**src/rtl/ddr3_buf_regs_if.sv**
```systemverilog
// CSR bus between the register master and the ddr3_buf_regs bank.
// Word addressed; read data is registered inside the bank.
interface ddr3_buf_regs_if;
    logic        csr_read;
    logic        csr_write;
    logic [7:0]  csr_addr;
    logic [31:0] csr_wr_data;
    logic [31:0] csr_rd_data;

    modport master (
        output csr_read,
        output csr_write,
        output csr_addr,
        output csr_wr_data,
        input  csr_rd_data
    );

    modport slave (
        input  csr_read,
        input  csr_write,
        input  csr_addr,
        input  csr_wr_data,
        output csr_rd_data
    );
endinterface

```
**src/rtl/ddr3_buf_regs.sv**
```systemverilog
// DDR3 frame-buffer CSR bank: buffer offsets, arm/clear ownership flags, test port with timeout.
// Define DDR3_BUF_REGS_IRQ_EN to build the IRQ_EN/IRQ_STAT registers and the irq output.
module ddr3_buf_regs #(
    parameter int NUM_BUF = 2,
    parameter int ADDR_W  = 26,
    parameter int DATA_W  = 128,
    parameter int TIMEOUT = 65535
) (
    input  logic                      clk,
    input  logic                      reset,
    ddr3_buf_regs_if.slave            csr,
    output logic [NUM_BUF*ADDR_W-1:0] buf_offset,
    output logic [NUM_BUF-1:0]        buf_full,
    input  logic [NUM_BUF-1:0]        buf_clear,
    output logic [31:0]               test_addr,
    output logic [DATA_W-1:0]         test_wr_data,
    output logic                      test_wr_req,
    output logic                      test_rd_req,
    input  logic                      wr_finish,
    input  logic                      rd_finish,
    input  logic [DATA_W-1:0]         test_rd_data,
    output logic                      irq
);
    localparam int               CNT_W      = (TIMEOUT > 1) ? $clog2(TIMEOUT) : 1;
    localparam int               TMO_LAST   = (TIMEOUT > 0) ? TIMEOUT - 1 : 0;
    localparam bit               TMO_ON     = (TIMEOUT > 0);
    localparam logic [CNT_W-1:0] TMO_LAST_C = CNT_W'(TMO_LAST);
    localparam logic [3:0]       NWORD      = 4'(DATA_W / 32);
    localparam logic [3:0]       NBUF       = 4'(NUM_BUF);
    localparam logic [31:0]      ID_VAL     = 32'hB00B_0000 | (32'(NUM_BUF) << 8) | 32'(DATA_W / 32);

    typedef enum logic [1:0] {
        ST_IDLE = 2'd0,
        ST_WR   = 2'd1,
        ST_RD   = 2'd2
    } test_state_t;

    test_state_t               state_r, state_nxt_s;
    logic [CNT_W-1:0]          cnt_r;
    logic [NUM_BUF*ADDR_W-1:0] buf_offset_r;
    logic [NUM_BUF-1:0]        buf_full_r, overflow_r;
    logic                      timeout_r;
    logic [31:0]               test_addr_r;
    logic [DATA_W-1:0]         test_wr_data_r, test_rd_data_r;
    logic                      test_wr_req_r, test_rd_req_r;
    logic [31:0]               rd_data_r, rd_mux_s;
    logic [31:0]               irq_en_rd_s, irq_stat_rd_s;

    logic [2:0]                sub_s;
    logic                      hit_wdata_s, hit_rdata_s, hit_off_s;
    logic                      ctrl_wr_s, status_wr_s;
    logic [NUM_BUF-1:0]        arm_s;
    logic                      start_wr_s, start_rd_s, wr_done_s, rd_done_s, tmo_hit_s, tmo_s;

    // Address decode and write strobes
    always_comb begin
        sub_s       = csr.csr_addr[2:0];
        hit_wdata_s = (csr.csr_addr[7:3] == 5'h01) && ({1'b0, sub_s} < NWORD);
        hit_rdata_s = (csr.csr_addr[7:3] == 5'h02) && ({1'b0, sub_s} < NWORD);
        hit_off_s   = (csr.csr_addr[7:3] == 5'h04) && ({1'b0, sub_s} < NBUF);
        ctrl_wr_s   = csr.csr_write && (csr.csr_addr == 8'h01);
        status_wr_s = csr.csr_write && (csr.csr_addr == 8'h02);
        if (csr.csr_write && (csr.csr_addr == 8'h03)) begin
            arm_s = csr.csr_wr_data[NUM_BUF-1:0];
        end else begin
            arm_s = {NUM_BUF{1'b0}};
        end
    end

    // Test-port FSM next state; only one operation may be outstanding
    always_comb begin
        wr_done_s   = (state_r == ST_WR) && wr_finish;
        rd_done_s   = (state_r == ST_RD) && rd_finish;
        tmo_hit_s   = TMO_ON && (cnt_r == TMO_LAST_C);
        state_nxt_s = state_r;
        start_wr_s  = 1'b0;
        start_rd_s  = 1'b0;
        tmo_s       = 1'b0;
        case (state_r)
            ST_IDLE: begin
                if (ctrl_wr_s && csr.csr_wr_data[0]) begin
                    start_wr_s  = 1'b1;
                    state_nxt_s = ST_WR;
                end else if (ctrl_wr_s && csr.csr_wr_data[1]) begin
                    start_rd_s  = 1'b1;
                    state_nxt_s = ST_RD;
                end else begin
                    state_nxt_s = ST_IDLE;
                end
            end
            ST_WR: begin
                if (wr_done_s) begin
                    state_nxt_s = ST_IDLE;
                end else if (tmo_hit_s) begin
                    tmo_s       = 1'b1;
                    state_nxt_s = ST_IDLE;
                end else begin
                    state_nxt_s = ST_WR;
                end
            end
            ST_RD: begin
                if (rd_done_s) begin
                    state_nxt_s = ST_IDLE;
                end else if (tmo_hit_s) begin
                    tmo_s       = 1'b1;
                    state_nxt_s = ST_IDLE;
                end else begin
                    state_nxt_s = ST_RD;
                end
            end
            default: state_nxt_s = ST_IDLE;
        endcase
    end

    // Test-port state, busy counter, request pulses and read capture
    always_ff @(posedge clk) begin
        if (reset) begin
            state_r        <= ST_IDLE;
            cnt_r          <= {CNT_W{1'b0}};
            test_wr_req_r  <= 1'b0;
            test_rd_req_r  <= 1'b0;
            test_rd_data_r <= {DATA_W{1'b0}};
        end else begin
            state_r       <= state_nxt_s;
            test_wr_req_r <= start_wr_s;
            test_rd_req_r <= start_rd_s;
            if (start_wr_s || start_rd_s) begin
                cnt_r <= {CNT_W{1'b0}};
            end else if (state_r != ST_IDLE) begin
                cnt_r <= cnt_r + 1'b1;
            end
            if (rd_done_s) begin
                test_rd_data_r <= test_rd_data;
            end
        end
    end

    // CSR storage, buffer ownership and sticky status; a set event beats a same-cycle W1C
    always_ff @(posedge clk) begin
        if (reset) begin
            buf_offset_r   <= {(NUM_BUF*ADDR_W){1'b0}};
            buf_full_r     <= {NUM_BUF{1'b0}};
            overflow_r     <= {NUM_BUF{1'b0}};
            timeout_r      <= 1'b0;
            test_addr_r    <= 32'd0;
            test_wr_data_r <= {DATA_W{1'b0}};
        end else begin
            if (csr.csr_write && (csr.csr_addr == 8'h06)) begin
                test_addr_r <= csr.csr_wr_data;
            end
            if (csr.csr_write && hit_wdata_s) begin
                test_wr_data_r[sub_s*32 +: 32] <= csr.csr_wr_data;
            end
            if (csr.csr_write && hit_off_s) begin
                buf_offset_r[sub_s*ADDR_W +: ADDR_W] <= csr.csr_wr_data[ADDR_W-1:0];
            end
            buf_full_r <= arm_s | (buf_full_r & ~buf_clear);
            overflow_r <= (overflow_r & ~(status_wr_s ? csr.csr_wr_data[8 +: NUM_BUF] : {NUM_BUF{1'b0}}))
                          | (arm_s & buf_full_r);
            timeout_r  <= (timeout_r & ~(status_wr_s & csr.csr_wr_data[16])) | tmo_s;
        end
    end

`ifdef DDR3_BUF_REGS_IRQ_EN
    logic [NUM_BUF-1:0] irq_en_buf_r, irq_stat_buf_r, release_s;
    logic               irq_en_test_r, irq_stat_test_r;
    logic               irq_en_wr_s, irq_stat_wr_s;

    // A release is a clear of an armed buffer that is not re-armed in the same cycle
    always_comb begin
        irq_en_wr_s   = csr.csr_write && (csr.csr_addr == 8'h04);
        irq_stat_wr_s = csr.csr_write && (csr.csr_addr == 8'h05);
        release_s     = buf_clear & buf_full_r & ~arm_s;
        irq_en_rd_s   = 32'd0;
        irq_stat_rd_s = 32'd0;
        irq_en_rd_s[NUM_BUF-1:0]   = irq_en_buf_r;
        irq_en_rd_s[16]            = irq_en_test_r;
        irq_stat_rd_s[NUM_BUF-1:0] = irq_stat_buf_r;
        irq_stat_rd_s[16]          = irq_stat_test_r;
    end

    // Interrupt enable and W1C status registers
    always_ff @(posedge clk) begin
        if (reset) begin
            irq_en_buf_r    <= {NUM_BUF{1'b0}};
            irq_en_test_r   <= 1'b0;
            irq_stat_buf_r  <= {NUM_BUF{1'b0}};
            irq_stat_test_r <= 1'b0;
        end else begin
            if (irq_en_wr_s) begin
                irq_en_buf_r  <= csr.csr_wr_data[NUM_BUF-1:0];
                irq_en_test_r <= csr.csr_wr_data[16];
            end
            irq_stat_buf_r  <= (irq_stat_buf_r & ~(irq_stat_wr_s ? csr.csr_wr_data[NUM_BUF-1:0]
                                                                 : {NUM_BUF{1'b0}})) | release_s;
            irq_stat_test_r <= (irq_stat_test_r & ~(irq_stat_wr_s & csr.csr_wr_data[16]))
                               | wr_done_s | rd_done_s | tmo_s;
        end
    end

    assign irq = |(irq_stat_buf_r & irq_en_buf_r) | (irq_stat_test_r & irq_en_test_r);
`else
    assign irq_en_rd_s   = 32'd0;
    assign irq_stat_rd_s = 32'd0;
    assign irq           = 1'b0;
`endif

    // Read mux; reads never change state
    always_comb begin
        rd_mux_s = 32'd0;
        case (csr.csr_addr)
            8'h00: rd_mux_s = ID_VAL;
            8'h01: rd_mux_s = {29'd0, timeout_r, (state_r == ST_RD), (state_r == ST_WR)};
            8'h02: begin
                rd_mux_s[NUM_BUF-1:0]  = buf_full_r;
                rd_mux_s[8 +: NUM_BUF] = overflow_r;
                rd_mux_s[16]           = timeout_r;
            end
            8'h03: rd_mux_s[NUM_BUF-1:0] = buf_full_r;
            8'h04: rd_mux_s = irq_en_rd_s;
            8'h05: rd_mux_s = irq_stat_rd_s;
            8'h06: rd_mux_s = test_addr_r;
            default: begin
                if (hit_wdata_s) begin
                    rd_mux_s = test_wr_data_r[sub_s*32 +: 32];
                end else if (hit_rdata_s) begin
                    rd_mux_s = test_rd_data_r[sub_s*32 +: 32];
                end else if (hit_off_s) begin
                    rd_mux_s[ADDR_W-1:0] = buf_offset_r[sub_s*ADDR_W +: ADDR_W];
                end else begin
                    rd_mux_s = 32'd0;
                end
            end
        endcase
    end

    // Read data register, held between reads
    always_ff @(posedge clk) begin
        if (reset) begin
            rd_data_r <= 32'd0;
        end else if (csr.csr_read) begin
            rd_data_r <= rd_mux_s;
        end
    end

    assign csr.csr_rd_data = rd_data_r;
    assign buf_offset      = buf_offset_r;
    assign buf_full        = buf_full_r;
    assign test_addr       = test_addr_r;
    assign test_wr_data    = test_wr_data_r;
    assign test_wr_req     = test_wr_req_r;
    assign test_rd_req     = test_rd_req_r;
endmodule

```
**src/flat_wrapper.sv**
```systemverilog
// flat-port wrapper written by rule: the top's interface ports become plain ports
module ddr3_buf_regs_flat 
#(
    parameter int NUM_BUF = 2,
    parameter int ADDR_W  = 26,
    parameter int DATA_W  = 128,
    parameter int TIMEOUT = 65535
)
  (clk, reset, buf_offset, buf_full, buf_clear, test_addr, test_wr_data, test_wr_req, test_rd_req, wr_finish, rd_finish, test_rd_data, irq, csr_csr_read, csr_csr_write, csr_csr_addr, csr_csr_wr_data, csr_csr_rd_data);
  ddr3_buf_regs_if csr_i ();
  input  logic clk;
  input  logic reset;
  output logic [NUM_BUF*ADDR_W-1:0] buf_offset;
  output logic [NUM_BUF-1:0] buf_full;
  input  logic [NUM_BUF-1:0] buf_clear;
  output logic [31:0] test_addr;
  output logic [DATA_W-1:0] test_wr_data;
  output logic test_wr_req;
  output logic test_rd_req;
  input  logic wr_finish;
  input  logic rd_finish;
  input  logic [DATA_W-1:0] test_rd_data;
  output logic irq;
  input wire logic [$bits(csr_i.csr_read)-1:0] csr_csr_read;
  input wire logic [$bits(csr_i.csr_write)-1:0] csr_csr_write;
  input wire logic [$bits(csr_i.csr_addr)-1:0] csr_csr_addr;
  input wire logic [$bits(csr_i.csr_wr_data)-1:0] csr_csr_wr_data;
  output wire logic [$bits(csr_i.csr_rd_data)-1:0] csr_csr_rd_data;
  assign csr_i.csr_read = csr_csr_read;
  assign csr_i.csr_write = csr_csr_write;
  assign csr_i.csr_addr = csr_csr_addr;
  assign csr_i.csr_wr_data = csr_csr_wr_data;
  assign csr_csr_rd_data = csr_i.csr_rd_data;
  ddr3_buf_regs #(.NUM_BUF(NUM_BUF), .ADDR_W(ADDR_W), .DATA_W(DATA_W), .TIMEOUT(TIMEOUT)) u_core (.clk(clk), .reset(reset), .csr(csr_i), .buf_offset(buf_offset), .buf_full(buf_full), .buf_clear(buf_clear), .test_addr(test_addr), .test_wr_data(test_wr_data), .test_wr_req(test_wr_req), .test_rd_req(test_rd_req), .wr_finish(wr_finish), .rd_finish(rd_finish), .test_rd_data(test_rd_data), .irq(irq));
endmodule
```
**config.mk**
```make
export PLATFORM = sky130hd
export DESIGN_NAME = ddr3_buf_regs_flat
export DESIGN_NICKNAME = d
export VERILOG_FILES = /design/src/rtl/ddr3_buf_regs_if.sv /design/src/rtl/ddr3_buf_regs.sv /design/src/flat_wrapper.sv
export SDC_FILE = /design/constraint.sdc
export NUM_CORES = 1
export LEC_CHECK = 0
export ABC_CLOCK_PERIOD_IN_PS = 15100
export BUFFER_PORTS_ARGS = -buffer_cell sky130_fd_sc_hd__buf_2
export CORE_ASPECT_RATIO = 0.5
export CORE_UTILIZATION = 45
export CTS_CLUSTER_DIAMETER = 100
export DETAILED_ROUTE_END_ITERATION = 16
export PLACE_DENSITY = 0.73
export SYNTH_ARGS = -nofsm -noshare
export SYNTH_HDL_FRONTEND = slang
export SYNTH_SLANG_ARGS = --single-unit
export TNS_END_PERCENT = 10
```
**constraint.sdc**
```tcl
create_clock -name clk -period 15.1 [get_ports clk]
set_input_delay 3.775 -clock clk [delete_from_list [all_inputs] [get_ports clk]]
set_output_delay 3.775 -clock clk [all_outputs]
set_load 0.05 [all_outputs]
```
==> impl_metrics.tcl <==
set metrics [dict create \
    ctsHtreeMaxLevel 2 \
    hold_path.class "reg2reg" \
    rows 54 \
    insertion_delay_ns 0.57 \
    syn_inst 2425 \
    clockBufferDepth 3 \
    cts.sinks 397 \
    nFillCells 4074 \
    netlist_area_mm2 0.0202 \
    p_per_area_mw_per_mm2 105 \
    crit_path_end_kind "register" \
    cts_buffers 37 \
    core_mm2 0.0440 \
    yosys_warnings 0 \
    slew-limit-headroom_pct 22.3 \
    hold_path_startpoint "u_core.test_rd_data_r[125]" \
    synth_edf_count 0 \
    postRouteAntennaNets 0 \
    worst_path_most_repeated_cell "ha_1" \
    drv_cap 0 \
    die_w_um 302 \
    hold_viol_final 0 \
    async_flop_share_pct 0 \
    path_delay_family "adder cells" \
    path_buf_inv 3 \
    dr.pass1.iters 7 \
    design.die.area_mm2 0.0459 \
    rsz0062_at_grt "no" \
    ir_drop_mv 0.0800 \
    worst_path_max_delay_cell "fa_1" \
    fin_crit_sh_pct 55.4 \
    drive_gt1_share_pct 24.2 \
    path_max_fanout 35 \
    drc_errors 0 \
    slowest_delay_ns 0.64 \
    drt_iter0_drc 2495 \
    worst_setup_path_start_kind "input pin" \
    r2r-start "u_core.state_r[0]" \
    status "completed" \
    syn_nets 2622 \
    synth.distinct_cells 86 \
    area_growth_pct 17.5 \
    p_leak_nw 9.10 \
    post_drt_wl_per_cell_um 23.9 \
    grt_first_pass_wirelength_um 118000 \
    io_buffers 423 \
    vias_per_cell 6.14 \
    cts_tree "built" \
    grt_max_degree 224 \
    startpoint "csr_csr_addr[0]" \
    worst_pin_slew_ns 1.16 \
    clk_pin_slew_ns 0.07 \
    setup_tns_ns 0 \
    post_cts_resized 0 \
    antenna_found_initial 6 \
    cts_hold_buffers 0 \
    total_power_mw 2.49 \
    critPathRequiredTime_ns 15.56 \
    clock_skew_ns 0.0369 \
    wirelength_um 79200 \
    seq_area_mm2 0.00795 \
    fmax_mhz 120 \
    grt_usage_pct 33.4 \
    gp_congestion 1.01 \
    grt_pass1_vias 18615 \
    start_util_pct 46.0 \
    synth_seq_cells 397 \
    final_nets 2884 \
    synth_area_per_cell_um2 8.34 \
    crit_arrival_ns 8.82 \
    dp_hpwl_um 55200 \
    root_buffer "clkbuf_16" \
    multi_input_area_mm2 0.0112 \
    path_cells "clkbuf_8 -> inv_1 -> ha_2 -> ha_1 -> fa_1 -> nor2_1 -> nand3_1 -> ha_1 -> buf_4 -> or2_2 -> a2111oi_2 -> and3_1 -> a41oi_1 -> or2_1 -> a221oi_1" \
    overflow 0 \
    cts_setup_buffers 0 \
    num_vias 20325 \
    critPathKind "in2reg" \
    ios 425 \
    die_h_um 152 \
    period_needed_ns 8.36 \
    slew_violations 0 \
    setup_viol 0 \
    yosys_most_used_dff "dfxtp_1" \
    ys_seq_area_share_pct 39.3 \
]
## cell families after synthesis
| family | share of synthesized area, % |
|---|---|
| AOI/OAI and AO/OA | 18.1 |
| xor gates and xnor gates | 0.959 |
| adders and majority gates | 1.34 |
| buffers and inverters | 5.36 |
| DFF | 39.3 |
| muxes | 13.9 |
| other | 0.0185 |
| and+or+nand+nor | 21.0 |
## cell usage in the layout (no fill, tap or decap), types with 22 or more instances in the layout
| master | n |
|---|---|
| buf_2 | 420 |
| mux2i_1 | 80 |
| a21oi_1 | 327 |
| a22oi_1 | 29 |
| a311oi_1 | 36 |
| mux4_2 | 82 |
| nand2_1 | 561 |
| nand3_1 | 90 |
| o21ai_0 | 22 |
| dfxtp_1 | 397 |
| o22ai_1 | 25 |
| nor3_1 | 48 |
| buf_4 | 31 |
| clkbuf_16 | 38 |
| a211oi_1 | 25 |
| nor2_1 | 156 |
## cell usage after synthesis (13+ instances only)
cell type    n  area, um^2
a211oi_1    25         188
a21oi_1    327        1640
a22oi_1     29         218
a311oi_1    36         315
buf_2       48         240
buf_4       20         150
clkbuf_1   151         567
dfxtp_1    397        7950
ha_1        20         250
inv_1       20        75.1
mux2_2      15         169
mux2i_1     80         801
mux4_2      82        1850
nand2_1    562        2110
nand3_1     90         450
nand4_1     19         119
nor2_1     157         589
nor2b_1     13        81.3
nor3_1      48         240
o211ai_1    14         105
o21ai_0     22         110
o22ai_1     25         156
or3_1       16         100
## path summary, 6_finish.rpt
kind,slack (ns),cells after the start,to
max,6.74,15,u_core.buf_offset[10]
min,0.45,2,u_core.test_rd_data_r[125]
max reg2reg,12.65,6,u_core.test_rd_data_r[59]
min reg2reg,0.45,2,u_core.test_rd_data_r[125]
## per-layer routing
metal  vias up  global-route usage, %  share of wire [%]
li1       9132                      -                  -
met1      9705                   43.6                 38
met2      1209                   51.9                 45
met3       279                   7.54                 10
met4         0                   17.3                6.2
met5         -                      0                  0
## per-stage QoR
step / instance area [um^2] / setup slack [ns] / instances / utilization (%) / hold WS (ns)
after detailed placement: 22400 / 6.28 / 3236 / 50.9 / 0.446
final: 23800 / 6.74 / 3310 / 54.0 / 0.455
after global placement: 22400 / 6.42 / 3236 / 50.9 / 0.439
after floorplan: 20200 / 7.22 / 2425 / - / 0.433
after CTS: 23800 / 6.85 / 3304 / 54.0 / 0.455
after global routing: 23800 / 6.44 / 3309 / 54.0 / 0.472
## cell type report
| type | count | area share, % |
|---|---|---|
| inverters | 20 | 0.316 |
| well taps | 588 | 3.09 |
| multi-input cells | 1777 | 47.3 |
| clock inverters | 20 | 1.32 |
| flip-flops and latches | 397 | 33.4 |
| diodes | 6 | 0.0632 |
| clock buffers | 48 | 4.45 |
| repair buffers | 454 | 10.0 |
## report_power, final
| group | internal, mW | switching [mW] |
|---|---|---|
| registers | 1.05 | 0.00226 |
| logic | 0.107 | 0.261 |
| clock network | 0.621 | 0.447 |
| total | 1.78 | 0.711 |
## worst reg2reg max path: cells and delay by family (launching register included)
| kind | cells | cell delay (ns) |
|---|---|---|
| buffers and inverters | 2 | 0.92 |
| AO/OA/AOI/OAI | 1 | 0.18 |
| flip-flops | 1 | 0.33 |
| adder cells (fa/ha/maj) | 1 | 0.29 |
| AND/OR/NAND/NOR | 2 | 0.63 |
## sequential cells by signal, indices dropped and copies added, names as in the netlist
| signal | cells |
|---|---|
| u_core.test_rd_data_r | 128 |
| u_core.cnt_r | 16 |
| u_core.overflow_r | 2 |
| u_core.test_addr | 32 |
| u_core.test_rd_req | 1 |
| u_core.test_wr_data | 128 |
| u_core.state_r | 2 |
| u_core.test_wr_req | 1 |
| u_core.buf_offset | 52 |
| u_core.timeout_r | 1 |
| u_core.buf_full | 2 |
| u_core.csr.csr_rd_data | 32 |
No activity file was read; power rests on OpenSTA's default activity.
